$ cat config.mk
export PLATFORM = sky130hd
export DESIGN_NAME = adc_sampler_flat
export DESIGN_NICKNAME = d
export VERILOG_FILES = /design/src/rtl/adc_sampler_if.sv /design/src/rtl/adc_sampler.sv /design/src/flat_wrapper.sv
export SDC_FILE = /design/constraint.sdc
export NUM_CORES = 1
export LEC_CHECK = 0
export CAP_MARGIN = 20
export CORE_MARGIN = 4
export CORE_UTILIZATION = 50
export DETAILED_ROUTE_END_ITERATION = 10
export PLACE_DENSITY = 0.74
export SETUP_SLACK_MARGIN = 0.15
export SYNTH_ARGS = -nofsm -noshare
export SYNTH_HDL_FRONTEND = slang
export SYNTH_SLANG_ARGS = --single-unit
$ cat constraint.sdc
create_clock -name clk -period 2.23 [get_ports clk]
set_clock_uncertainty 0.2 [all_clocks]
set_input_delay 0.446 -clock clk [delete_from_list [all_inputs] [get_ports clk]]
set_output_delay 0.446 -clock clk [all_outputs]
set_load 0.005 [all_outputs]
$ cat src/rtl/adc_sampler_if.sv
// Serial ADC pins plus the sample/strobe outputs that feed the derivative stage.
interface adc_sampler_if #(
    parameter int N = 16
);
    logic                sdata;
    logic                cs_n;
    logic                sclk;
    logic signed [N-1:0] yk;
    logic                sample_valid;
    logic                en2;
    logic                en1;
    logic                overrun;

    // Sampler side: drives the ADC control pins and the sample outputs.
    modport master (
        input  sdata,
        output cs_n, sclk, yk, sample_valid, en2, en1, overrun
    );

    // ADC / downstream side.
    modport slave (
        output sdata,
        input  cs_n, sclk, yk, sample_valid, en2, en1, overrun
    );
endinterface

$ cat src/rtl/adc_sampler.sv
// Serial ADC front end: periodic conversion, offset-binary to signed fixed-point,
// and en2/en1 sequencing strobes for the downstream derivative pipeline.
module adc_sampler #(
    parameter int N             = 16,
    parameter int FRAC_SHIFT    = 4,
    parameter int CLK_DIV       = 25,
    parameter int SAMPLE_PERIOD = 10000
) (
    input  logic          clk,
    input  logic          reset,
    adc_sampler_if.master bus
);
    localparam int PW = $clog2(SAMPLE_PERIOD);
    localparam int DW = (CLK_DIV > 1) ? $clog2(CLK_DIV) : 1;
    localparam logic [PW-1:0] PER_MAX = PW'(SAMPLE_PERIOD - 1);
    localparam logic [DW-1:0] DIV_MAX = DW'(CLK_DIV - 1);

    typedef enum logic [1:0] {
        ST_IDLE,
        ST_CONV,
        ST_LOAD,
        ST_STROBE
    } state_t;

    state_t              r_state;
    state_t              w_state_nxt;
    logic [PW-1:0]       r_period;
    logic [DW-1:0]       r_div;
    logic [4:0]          r_bits;
    logic [2:0]          r_strb;
    // Only the last 12 bits shifted in are kept; the 4 leading bits fall off the top.
    logic [11:0]         r_shift;
    logic                r_cs_n;
    logic                r_sclk;
    logic signed [N-1:0] r_yk;
    logic                r_sv;
    logic                r_en1;
    logic                r_en2;
    logic                r_overrun;

    logic                w_tick;
    logic signed [11:0]  w_code_s;
    logic signed [N-1:0] w_ext;
    logic signed [N-1:0] w_yk;

    assign w_tick   = (r_period == '0);
    assign w_code_s = {~r_shift[11], r_shift[10:0]};
    assign w_ext    = N'(w_code_s);
    assign w_yk     = w_ext <<< FRAC_SHIFT;

    assign bus.cs_n         = r_cs_n;
    assign bus.sclk         = r_sclk;
    assign bus.yk           = r_yk;
    assign bus.sample_valid = r_sv;
    assign bus.en2          = r_en2;
    assign bus.en1          = r_en1;
    assign bus.overrun      = r_overrun;

    // FSM state register.
    always_ff @(posedge clk or posedge reset) begin
        if (reset) r_state <= ST_IDLE;
        else       r_state <= w_state_nxt;
    end

    // Next-state: start on tick, load after 16 sclk rises, strobe for 4 cycles.
    always_comb begin
        w_state_nxt = r_state;
        case (r_state)
            ST_IDLE:   if (w_tick) w_state_nxt = ST_CONV;
            ST_CONV:   if (r_bits == 5'd16) w_state_nxt = ST_LOAD;
            ST_LOAD:   w_state_nxt = ST_STROBE;
            ST_STROBE: if (r_strb == 3'd3) w_state_nxt = ST_IDLE;
            default:   w_state_nxt = ST_IDLE;
        endcase
    end

    // Free-running sample period counter and sticky overrun flag.
    always_ff @(posedge clk or posedge reset) begin
        if (reset) begin
            r_period  <= '0;
            r_overrun <= 1'b0;
        end else begin
            r_period <= (r_period == PER_MAX) ? '0 : r_period + 1'b1;
            if (w_tick && r_state != ST_IDLE) r_overrun <= 1'b1;
        end
    end

    // Serial capture, sample conversion and downstream strobes, all registered.
    always_ff @(posedge clk or posedge reset) begin
        if (reset) begin
            r_cs_n  <= 1'b1;
            r_sclk  <= 1'b1;
            r_div   <= '0;
            r_bits  <= '0;
            r_shift <= '0;
            r_strb  <= '0;
            r_yk    <= '0;
            r_sv    <= 1'b0;
            r_en1   <= 1'b0;
            r_en2   <= 1'b0;
        end else begin
            r_sv  <= 1'b0;
            r_en1 <= 1'b0;
            r_en2 <= 1'b0;
            case (r_state)
                ST_IDLE: begin
                    if (w_tick) begin
                        r_cs_n <= 1'b0;
                        r_sclk <= 1'b1;
                        r_div  <= '0;
                        r_bits <= '0;
                    end
                end
                ST_CONV: begin
                    if (r_bits == 5'd16) begin
                        r_cs_n <= 1'b1;
                        r_sclk <= 1'b1;
                        r_yk   <= w_yk;
                        r_sv   <= 1'b1;
                    end else if (r_div == DIV_MAX) begin
                        r_div  <= '0;
                        r_sclk <= ~r_sclk;
                        if (!r_sclk) begin
                            r_shift <= {r_shift[10:0], bus.sdata};
                            r_bits  <= r_bits + 5'd1;
                        end
                    end else begin
                        r_div <= r_div + 1'b1;
                    end
                end
                ST_LOAD: begin
                    r_strb <= '0;
                end
                ST_STROBE: begin
                    r_strb <= r_strb + 3'd1;
                    if (r_strb == 3'd1) r_en2 <= 1'b1;
                    if (r_strb == 3'd2) r_en1 <= 1'b1;
                end
                default: ;
            endcase
        end
    end
endmodule

$ cat src/flat_wrapper.sv
// flat-port wrapper written by rule: the top's interface ports become plain ports
module adc_sampler_flat 
#(
    parameter int N             = 16,
    parameter int FRAC_SHIFT    = 4,
    parameter int CLK_DIV       = 25,
    parameter int SAMPLE_PERIOD = 10000
)
  (clk, reset, bus_sdata, bus_cs_n, bus_sclk, bus_yk, bus_sample_valid, bus_en2, bus_en1, bus_overrun);
  adc_sampler_if #(.N(N)) bus_i ();
  input  logic clk;
  input  logic reset;
  input wire logic [$bits(bus_i.sdata)-1:0] bus_sdata;
  output wire logic [$bits(bus_i.cs_n)-1:0] bus_cs_n;
  output wire logic [$bits(bus_i.sclk)-1:0] bus_sclk;
  output wire logic [$bits(bus_i.yk)-1:0] bus_yk;
  output wire logic [$bits(bus_i.sample_valid)-1:0] bus_sample_valid;
  output wire logic [$bits(bus_i.en2)-1:0] bus_en2;
  output wire logic [$bits(bus_i.en1)-1:0] bus_en1;
  output wire logic [$bits(bus_i.overrun)-1:0] bus_overrun;
  assign bus_i.sdata = bus_sdata;
  assign bus_cs_n = bus_i.cs_n;
  assign bus_sclk = bus_i.sclk;
  assign bus_yk = bus_i.yk;
  assign bus_sample_valid = bus_i.sample_valid;
  assign bus_en2 = bus_i.en2;
  assign bus_en1 = bus_i.en1;
  assign bus_overrun = bus_i.overrun;
  adc_sampler #(.N(N), .FRAC_SHIFT(FRAC_SHIFT), .CLK_DIV(CLK_DIV), .SAMPLE_PERIOD(SAMPLE_PERIOD)) u_core (.clk(clk), .reset(reset), .bus(bus_i));
endmodule
-- After elaboration in Yosys (flattened, before gate mapping)
Index checks and enable logic that the tools add are counted.
- $add $sub $neg: 4
- equal/unequal tests: 16
- multiplexer cells: 27
- bitwise gates (word level): 3
- reduce and logical (&&, ||, !) cells: 13
- operators by type and width (operator ; number):
    5-bit 2-to-1 mux ; 6
    5-bit one-hot mux with 2 select lines ; 2
    14-bit by 1-bit adder with 14-bit output (second input constant) ; 1
    14-bit == test (second input constant) ; 1
    14-bit logical NOT ; 1
    14-bit 2-to-1 mux ; 1
    3-bit AND reduction ; 4
    1-bit 2-to-1 mux ; 11
    5-bit by 1-bit adder with 5-bit output (second input constant) ; 2
    5-bit == test (second input constant) ; 2
    2-bit by 1-bit inequality test with 1-bit output (second input constant) ; 4
    2-bit one-hot mux with 4 select lines ; 1
    3-bit by 2-bit == test with 1-bit output (second input constant) ; 2
    2-bit 2-to-1 mux ; 3
    3-bit one-hot mux with 2 select lines ; 1
    2-bit nonzero test ; 3
    5-bit AND reduction ; 1
    2-bit == test (second input constant) ; 2
    2-bit inequality test (second input constant) ; 2
    1-bit one-hot mux with 2 select lines ; 2
    4-bit AND reduction ; 1
    3-bit by 1-bit adder with 3-bit output (second input constant) ; 1
    3-bit by 1-bit == test with 1-bit output (second input constant) ; 1
    3-bit by 1-bit inequality test with 1-bit output (second input constant) ; 1
    5 further kinds ; 7
- bits in registers: 59
- bits of input ports: 3
- logic and storage cells: 76

-- Depth between registers and ports, before layout
Gate-level depths: netlist (run 1).
- word-level depth: 5
- depth in mapped cells: 8
- gate-level depth less buffers: 8

-- Worst setup path before layout (run 1)
No wires, ideal clock.
- path kind: register to register
- start: register u_core.r_state[1]
- end: register u_core.r_bits[4]
- arrival time: 1.886 ns
- data required time: 1.906 ns
- slack: 0.020 ns
- cell stages (with the launch flop): 9
- path buffers: 2
- period minus slack after synthesis: 2.210 ns
- cell sequence: dfrtp_1 > inv_1 > ha_1 > clkbuf_1 > inv_1 > mux2_4 > or2_0 > buf_2 > a211o_1
- word-level cells in the longest chain between the ends: 3
- elaborated cells between the ends (all ways): 9
- those cells by class: 5 x eq/ne; 1 x mux; 3 x reduce/logical
- RTL lines (item ; RTL line ; source):
    from (decl) ; adc_sampler.sv:25 ; state_t r_state;
    from (signal assigned) ; adc_sampler.sv:62 ; else r_state <= w_state_nxt;
    2-bit by 1-bit == test with 1-bit output / 2-bit logical NOT (equally long branches) ; adc_sampler.sv:105 ; case (r_state)
    2-bit inequality test (no source line), or another cell as far along ; - ;
    5-bit AND reduction (no source line) ; - ;
    to (signal assigned) ; adc_sampler.sv:125 ; r_bits <= r_bits + 5'd1;
    to (decl) ; adc_sampler.sv:29 ; logic [4:0] r_bits;
Several ways; a longest one is shown, not always the timed one.
A chain may end at the register's enable or synchronous reset.

-- Worst setup path after layout (run 1)
- start: register u_core.r_div[0]
- end: register u_core.r_bits[4]
- word-level cells in the longest chain between the ends: 3
- RTL lines (item ; RTL line ; source):
    from (decl) ; adc_sampler.sv:28 ; logic [DW-1:0] r_div;
    from (signal assigned) ; adc_sampler.sv:128 ; r_div <= r_div + 1'b1;
    5-bit == test ; adc_sampler.sv:120 ; end else if (r_div == DIV_MAX) begin
    2-bit by 1-bit inequality test with 1-bit output (no source line) ; - ;
    5-bit AND reduction (no source line) ; - ;
Every way passes these cells.

==> flow_summary.yaml, run 1 <==
worst_setup_path:
  slowest_delay_ns: 0.43
  ff2ff_path_depth: 7
  r2r_start: "u_core.r_div[0]$_DFFE_PP0P_"
  endpoint_kind: "register"
  cp.buffers_inverters: 1
  path_class: "reg -> reg"
  cp.required_ns: 2.26
  rr_endpoint: "u_core.r_bits[4]$_DFFE_PP0P_"
  crit_chain: "inv_1, ha_1, nand4b_1, nor2_1, nand4_1, and3_1, a211o_1"
  cpLargestDelayFamily: "simple AND/OR/NAND/NOR gates"
  slowest_stage: "dfrtp_1"
  r2r_slack_ns: 0.14
  cp-start-kind: "register"
  worstPathMaxFanout: 5
  arrival_ns: 2.12
placed_design:
  io_buffers: 20
  place_hpwl_um: 3660
  gp_congestion: 0.853
  dpl_worst_slack_ns: 0.0409
routing:
  drt_iter0_markers: 136
  wirelength_um: 5350
  firstDrtPassIters: 4
  postRouteAntennaNets: 0
  viasPerCell: 5.26
  vias: 2008
  remaining_drc_errors: 0
  wl_per_cell_um: 14.0
floorplanning:
  start_util: 0.530
  num_rows: 26
  die_area_um2: 6810
  core_um2: 5240
  die_y_um: 82.5
  die_w_um: 82.5
  ios: 25
yosys:
  syn_area_um2: 2780
  yosysWarnings: 0
  synth-edff-count: 0
  syn_area_per_cell_um2: 10.5
  ys_ff_latch: 59
  yosysUniqueCellTypes: 46
  synth_cells: 264
  synthFlopType: "dfrtp_1"
  synthArstFlopShare: 1.00
  yosysSeqAreaShare: 0.532
clocking:
  clock_sink_count: 59
  cts_buffer_depth: 2
  postCtsHoldBufs: 0
  clk_latency_ns: 0.34
  root_buffer: "clkbuf_8"
  cts.clk_slew.worst_paths_ns: 0.07
  htreeDepth: 3
  cts_tree: "built"
  cts_buffers: 9
layout:
  final_core_util: 0.666
  n_antenna_cell: 0
  nNetsFinal: 324
  drive_above_1_share: 0.205
  syn_to_final_growth_pct: 25.6
sta:
  setup_tns_ns: 0
  period_share: 0.937
  fin_ws_ns: 0.141
  slew_viol_final: 0
  hold_violations: 0
  rsz0062_at_grt: "true"
  max_freq_ghz: 0.479
  final_period_minus_worst_setup_slack_ns: 2.09
  setup_viol: 0
global_route:
  antenna_found_initial: 0
  overflow: 0
  grt_first_pass_wirelength_um: 9330
  grt_usage: 0.184
  grt_max_degree: 41
  grt_pass1_vias: 1994
hold_path:
  hold_path_end: "u_core.bus.yk[4]$_DFFE_PP0P_"
  min_from: "u_core.bus.yk[4]$_DFFE_PP0P_"
  hold_path.class: "reg -> reg"
  min_delay_path_depth: 2
pwr:
  ir_drop_mv: 0.488
  total_power_mw: 2.19
  cellLeakagePower_nw: 1.77
  power_per_cell_area_nw_per_um2: 628
run:
  drv_cap: 0
outcome:
  status: "complete, no violations"
==> metrics by stage <==
step           hold slack (ns)  instances  cell area, µm²
6_report                 0.273        382            3490
3_3_place_gp             0.256        364            3170
5_1_grt                  0.296        382            3490
2_1_floorplan            0.232        267            2810
4_1_cts                  0.280        381            3420
3_5_place_dp             0.263        364            3170
==> how the worst max path moves through the flow <==
stage,endpoint,startpoint,cells after the start
finish,u_core.r_bits[4]$_DFFE_PP0P_,u_core.r_div[0]$_DFFE_PP0P_,7
global route,u_core.r_bits[3]$_DFFE_PP0P_,u_core.r_div[0]$_DFFE_PP0P_,7
CTS,u_core.r_div[3]$_DFFE_PP0P_,u_core.r_period[0]$_DFF_PP0_,7
detailed placement,u_core.r_bits[4]$_DFFE_PP0P_,u_core.r_period[0]$_DFF_PP0_,7
global placement,u_core.r_div[3]$_DFFE_PP0P_,u_core.r_period[0]$_DFF_PP0_,7
floorplan,u_core.r_bits[4]$_DFFE_PP0P_,u_core.r_period[0]$_DFF_PP0_,8
==> cell type report <==
class	instances	area [µm²]
multi-input combinational	179	1250
fill	409	1750
sequential	59	1480
clock buffer	10	138
tap	70	87.6
timing repair buffer	39	365
inverter	19	75.1
clock inverter	6	88.8
==> layout by cell type, fill, tap and decap left out, drive strengths merged, types with 4 or more instances in the layout <==
cell,Yosys,routed
clkdlybuf4s50,0,19
xnor2,5,5
nor2,16,16
nand4,8,8
o21ai,14,14
xor2,7,7
inv,19,18
dfrtp,57,57
conb,1,4
mux2,14,14
nor3,4,4
nand2,46,46
buf,6,19
clkbuf,4,10
nand3,7,7
ha,14,14
a21oi,4,4
and3,6,6
==> cells in the mapped netlist, drive strengths merged, types with 4 or more instances <==
library cell  count  area share
a21oi             4      0.0072
and3              6       0.014
buf               6       0.014
clkbuf            4      0.0054
dfrtp            57        0.51
ha               14       0.063
inv              19       0.026
mux2             14       0.058
nand2            46       0.062
nand3             7       0.013
nand4             8       0.020
nor2             16       0.022
nor3              4      0.0072
o21ai            14       0.025
xnor2             5       0.016
xor2              7       0.022
==> registers in the layout, indices dropped and copies added, names as in the netlist <==
register and count:
u_core.r_period 14, u_core.bus.yk 12, u_core.r_shift 12, u_core.r_bits 5
u_core.r_div 5, u_core.r_strb 3, u_core.r_state 2, u_core.bus.cs_n 1
u_core.bus.en1 1, u_core.bus.en2 1, u_core.bus.overrun 1, u_core.bus.sample_valid 1
u_core.bus.sclk 1
==> cells by family after synthesis <==
group | Yosys count | share of synthesized area
compound gates | 33 | 0.0788
mux | 14 | 0.0581
flops | 59 | 0.532
simple gates | 102 | 0.183
other cells | 1 | 0.00135
xor+xnor | 12 | 0.0378
buf+inv | 29 | 0.0455
fa+ha+maj | 14 | 0.0631
==> worst reg2reg max path: cells and delay by family (launching register included) <==
kind            cells  cell delay (ns)
simple gates        4             0.84
flops               1             0.43
compound gates      1             0.26
fa+ha+maj           1             0.16
buf+inv             1             0.09
==> repair_timing <==
item	4_1_cts	5_1_grt
resized for setup	4	17
cloned	0	1
setup endpoints to repair	11	24
setup buffers	1	0
pin swaps	5	3
==> per-layer routing <==
metal	wire length, µm	GRT usage	up-vias	part of all wire
li1	-	-	987	-
met1	2470	0.240	968	0.46
met2	2590	0.286	40	0.48
met3	170	0.0358	13	0.032
met4	125	0.108	0	0.023
met5	0	0	-	0
==> report_power, final <==
part / total (mW) / internal [mW] / switching (mW)
combinational: 0.0314 / 0.00827 / 0.0232
clock: 1.09 / 0.658 / 0.430
sequential: 1.07 / 1.07 / 0
(Power assumes the default switching activity.)
==> inputs of run 2 (changes only) <==
CORE_ASPECT_RATIO = 1.2   (was default)
==> run 2 against run 1 <==
Against the previous run:
- final cell count is 0.52% lower
- clock power is 18% higher
- sequential cell count stayed put
- sequential share of layout area is 1.7 points lower
- combinational power is 4% lower
- critical path depth stayed put
- worst hold slack worse by 0.0012 ns
- cell area is 4.0% higher
==> flow_summary.yaml, run 2 (synthesized netlist as in run 1, its figures left out) <==
outcome:
  status: "complete, no violations"
run:
  drv_cap: 0
layout:
  fillers: 395
  multi_input_area_um2: 1310
  regArea_um2: 1480
  layout_common_cells: "dfrtp_1, nand2_1, buf_4, clkdlybuf4s50_1, inv_1"
  top_register: "u_core.r_period"
  drive_above_1_share: 0.242
  syn_to_final_growth_pct: 30.6
  n_antenna_cell: 0
  final_core_util: 0.680
  nNetsFinal: 331
  largest_register_ffs: 14
  stdcell_area_um2: 3630
  final_common_cell: "dfrtp_1"
routing:
  remaining_drc_errors: 0
  viasPerCell: 5.42
  firstDrtPassIters: 4
  postRouteAntennaNets: 0
  wirelength_um: 5540
  vias: 2061
  drt_iter0_markers: 98
  wl_per_cell_um: 14.6
floorplanning:
  die_y_um: 89.6
  ios: 25
  core_um2: 5330
  die_w_um: 76.0
  die_area_um2: 6820
  start_util: 0.521
  num_rows: 29
placed_design:
  dpl_worst_slack_ns: 0.0576
  place_area_um2: 3170
  io_buffers: 20
  place_hpwl_um: 3460
  gp_congestion: 0.805
worst_setup_path:
  setup.worst_path.start: "u_core.r_period[0]$_DFF_PP0_"
  cp.required_ns: 2.24
  worstPathMaxFanout: 6
  cp-start-kind: "register"
  r2r_start: "u_core.r_period[0]$_DFF_PP0_"
  cp-endpoint: "u_core.r_bits[4]$_DFFE_PP0P_"
  r2r_slack_ns: 0.14
  crit_chain: "inv_2, ha_4, nor4b_4, nand4_2, mux2_4, or2_4, a211o_1"
  slowest_stage: "dfrtp_1"
  endpoint_kind: "register"
  arrival_ns: 2.10
  ff2ff_path_depth: 7
  rr_endpoint: "u_core.r_bits[4]$_DFFE_PP0P_"
  slowest_delay_ns: 0.39
  path_class: "reg -> reg"
sta:
  fin_ws_ns: 0.141
  hold_violations: 0
  period_share: 0.937
  setup_viol: 0
  slew_viol_final: 0
  max_freq_ghz: 0.479
  setup_tns_ns: 0
  final_period_minus_worst_setup_slack_ns: 2.09
  rsz0062_at_grt: "true"
clocking:
  cts.clk_slew.worst_paths_ns: 0.07
  cts_tree: "built"
  htreeDepth: 3
  cts_buffer_depth: 2
  cts_buffers: 9
  clk_latency_ns: 0.34
  clock_sink_count: 59
  root_buffer: "clkbuf_8"
hold_path:
  hold_path.class: "reg -> reg"
global_route:
  grt_first_pass_wirelength_um: 9080
  grt_max_degree: 60
  grt_usage: 0.171
  overflow: 0
  grt_pass1_vias: 2054
  antenna_found_initial: 0
pwr:
  power_per_cell_area_nw_per_um2: 659
  cellLeakagePower_nw: 1.82
  ir_drop_mv: 0.458
-- run 2: changes by cell type in the layout (fill, tap and decap cells not counted), moves of 2 or more --
| cell | delta |
|---|---|
| mux2_4 | +12 |
| buf_4 | +6 |
| clkinvlp_4 | -2 |
| mux2_2 | -6 |
| bufinv_16 | +2 |
| mux2_1 | -6 |
-- run 2: stage by stage --
| stage | cells | power [mW] | hold WS [ns] |
|---|---|---|---|
| after global placement | 357 | 1.12 | 0.242 |
| after global routing | 380 | 2.47 | 0.303 |
| after floorplan | 267 | 1.11 | 0.232 |
| after CTS | 373 | 2.42 | 0.259 |
| after detailed placement | 357 | 1.12 | 0.265 |
| final | 380 | 2.39 | 0.272 |
-- run 2: metal layers --
layer  routed length (µm)  track usage
met1                 2430        0.200
met5                    0            0
met2                 2740        0.277
met4                  136        0.102
met3                  228       0.0579
-- run 2: timing repair --
item,4_1_cts,5_1_grt
gates resized for setup,4,33
hold buffers,0,0
cloned,0,1
pin swaps,3,7
endpoints found under the setup margin,6,21
buffers inserted,1,6
-- run 2: cell type report --
cell class / instances / area share
clock buffer: 10 / 0.0379
clock inverter: 5 / 0.0345
inverter: 19 / 0.0207
multi-input combinational: 179 / 0.362
sequential: 59 / 0.408
tap: 62 / 0.0214
timing repair buffer: 46 / 0.116
-- run 2: power by group --
group	internal (mW)	leakage (nW)	total [mW]	switching (mW)
logic	0.00715	0.906	0.0302	0.0231
registers	1.07	0.779	1.07	0
clock network	0.878	0.132	1.29	0.413
total	1.96	1.82	2.39	0.436
-- run 2: how the worst min path moves through the flow --
stage	startpoint	endpoint	slack [ns]	cells past startpoint
after global routing	u_core.r_shift[11]$_DFFE_PP0P_	u_core.bus.yk[15]$_DFFE_PP0P_	0.30	1
after global placement	u_core.r_shift[11]$_DFFE_PP0P_	u_core.bus.yk[15]$_DFFE_PP0P_	0.24	1
final	u_core.r_shift[11]$_DFFE_PP0P_	u_core.bus.yk[15]$_DFFE_PP0P_	0.27	1
after CTS	u_core.r_shift[11]$_DFFE_PP0P_	u_core.bus.yk[15]$_DFFE_PP0P_	0.26	1
after floorplan	u_core.r_shift[11]$_DFFE_PP0P_	u_core.bus.yk[15]$_DFFE_PP0P_	0.23	1
after detailed placement	u_core.bus.yk[14]$_DFFE_PP0P_	u_core.bus.yk[14]$_DFFE_PP0P_	0.26	2
-- run 2: worst max-delay path, delay by kind of cell (launching register included) --
| kind | cells | cell delay (ns) |
|---|---|---|
| compound gates | 1 | 0.31 |
| fa+ha+maj | 1 | 0.12 |
| buf+inv | 1 | 0.07 |
| flops | 1 | 0.39 |
| mux | 1 | 0.29 |
| simple gates | 3 | 0.60 |
==> inputs of run 3 (changes only) <==
CAP_MARGIN = default   (was 20)
PLACE_DENSITY = 0.82   (was 0.74)
==> run 3 against run 2 <==
Against the previous run:
- register-to-register slack got worse by 0.02 ns
- combinational power grew 18%
- non-clock buffer count is 7 lower
- critical path type unchanged
==> flow_summary.yaml, run 3 (synthesized netlist as in run 1, its figures left out) <==
floorplanning:
  die_area_um2: 6820
  start_util: 0.521
  num_rows: 29
  ios: 25
  die_y_um: 89.6
  die_w_um: 76.0
  core_um2: 5330
layout:
  drive_above_1_share: 0.192
  nNetsFinal: 324
  top_register: "u_core.r_period"
  final_common_cell: "dfrtp_1"
  n_antenna_cell: 0
  layout_common_cells: "dfrtp_1, nand2_1, clkdlybuf4s50_1, inv_1, buf_4"
  syn_to_final_growth_pct: 25.4
  fillers: 380
  final_cells: 374
  largest_register_ffs: 14
worst_setup_path:
  arrival_ns: 2.13
  cp.required_ns: 2.25
  path_class: "reg -> reg"
  worstPathMaxFanout: 7
  endpoint_kind: "register"
  cp-start-kind: "register"
  ff2ff_path_depth: 7
sta:
  rsz0062_at_grt: "true"
  slew_headroom: 0.647
  slew_viol_final: 0
  setup_viol: 0
  worst_pin_slew_ns: 0.529
  period_share: 0.945
  fin_ws_ns: 0.123
  max_freq_ghz: 0.475
  whs_ns: 0.274
  hold_violations: 0
  final_period_minus_worst_setup_slack_ns: 2.11
  setup_tns_ns: 0
placed_design:
  placed_cells: 356
  dpl_worst_slack_ns: 0.0324
  gp_congestion: 0.860
  io_buffers: 20
  place_hpwl_um: 3760
clocking:
  cts_buffer_depth: 2
  htreeDepth: 3
  cts.clk_slew.worst_paths_ns: 0.06
  clk_latency_ns: 0.34
  clock_sink_count: 59
  cts_buffers: 9
  postCtsHoldBufs: 0
  cts_tree: "built"
  root_buffer: "clkbuf_8"
pwr:
  switching_power_mw: 0.449
  total_power_mw: 2.22
  cellLeakagePower_nw: 1.77
  pwr-share-seq: 0.482
  switching_share: 0.202
  pwr-share-comb: 0.016
  ir_drop_mv: 0.627
  power_per_cell_area_nw_per_um2: 637
  power.internal_mw: 1.77
  p_clk_frac: 0.502
routing:
  vias: 2076
  drt_iter0_markers: 227
  viasPerCell: 5.55
  wl_per_cell_um: 15.4
  postRouteAntennaNets: 0
  firstDrtPassIters: 4
  remaining_drc_errors: 0
  wirelength_um: 5740
global_route:
  grt_first_pass_wirelength_um: 9580
  grt_max_degree: 22
  grt_usage: 0.182
  antenna_found_initial: 0
  grt_pass1_vias: 2055
  overflow: 0
run:
  drv_cap: 0
outcome:
  status: "complete, no violations"
hold_path:
  hold_path.class: "reg -> reg"
  min_delay_path_depth: 2
-- run 3: layout make-up --
type / instances / area [µm²] / area share
flip-flops and latches: 59 / 1480 / 0.425
multi-input cells: 179 / 1250 / 0.359
repair buffers: 39 / 374 / 0.107
clock buffers: 12 / 155 / 0.0446
well taps: 62 / 77.6 / 0.0223
inverters: 19 / 75.1 / 0.0216
clock inverters: 4 / 72.6 / 0.0208
-- run 3: per-layer routing --
metal	up-vias	track usage	routed length, µm	share of wire
li1	975	-	-	-
met1	1016	0.208	2290	0.40
met2	71	0.312	3040	0.53
met3	14	0.0549	302	0.053
met4	0	0.0939	112	0.020
met5	-	0	0	0
-- run 3: per-stage QoR --
step	utilization	area, µm²
2_1_floorplan	-	2810
3_3_place_gp	0.596	3180
3_5_place_dp	0.596	3180
4_1_cts	0.648	3460
5_1_grt	0.653	3480
6_report	0.653	3480
-- run 3: worst max-delay path, stage by stage, from the launching register on --
cell,delay (ns)
dfrtp_1,0.39
inv_1,0.06
ha_1,0.14
nor4b_4,0.20
nand4_2,0.13
mux2_4,0.28
or2_4,0.27
a211o_1,0.31
-- run 3: power groups by stage --
| stage | Clock, mW | Combinational [mW] | Sequential, mW |
|---|---|---|---|
| finish | 1.11 | 0.0357 | 1.07 |
| floorplan | 0 | 0.0225 | 1.09 |
| detailed placement | 0 | 0.0375 | 1.09 |
| global route | 1.18 | 0.0422 | 1.07 |
| global placement | 0 | 0.0367 | 1.09 |
| CTS | 1.12 | 0.0374 | 1.07 |
-- run 3: worst paths after layout --
kind | startpoint | end | slack (ns)
max | u_core.r_period[0]$_DFF_PP0_ | u_core.r_bits[4]$_DFFE_PP0P_ | 0.12
min | u_core.bus.yk[14]$_DFFE_PP0P_ | u_core.bus.yk[14]$_DFFE_PP0P_ | 0.27
max reg2reg | u_core.r_period[0]$_DFF_PP0_ | u_core.r_bits[4]$_DFFE_PP0P_ | 0.12
min reg2reg | u_core.bus.yk[14]$_DFFE_PP0P_ | u_core.bus.yk[14]$_DFFE_PP0P_ | 0.27
max in group asynchronous | reset | u_core.r_shift[10]$_DFFE_PP0P_ | 1.06
min in group asynchronous | reset | u_core.r_div[4]$_DFFE_PP0P_ | 0.29
-- run 3: timing repair --
action / in CTS / in global routing
setup endpoints to repair: 18 / 25
setup buffers: 2 / 0
resized for setup: 9 / 5
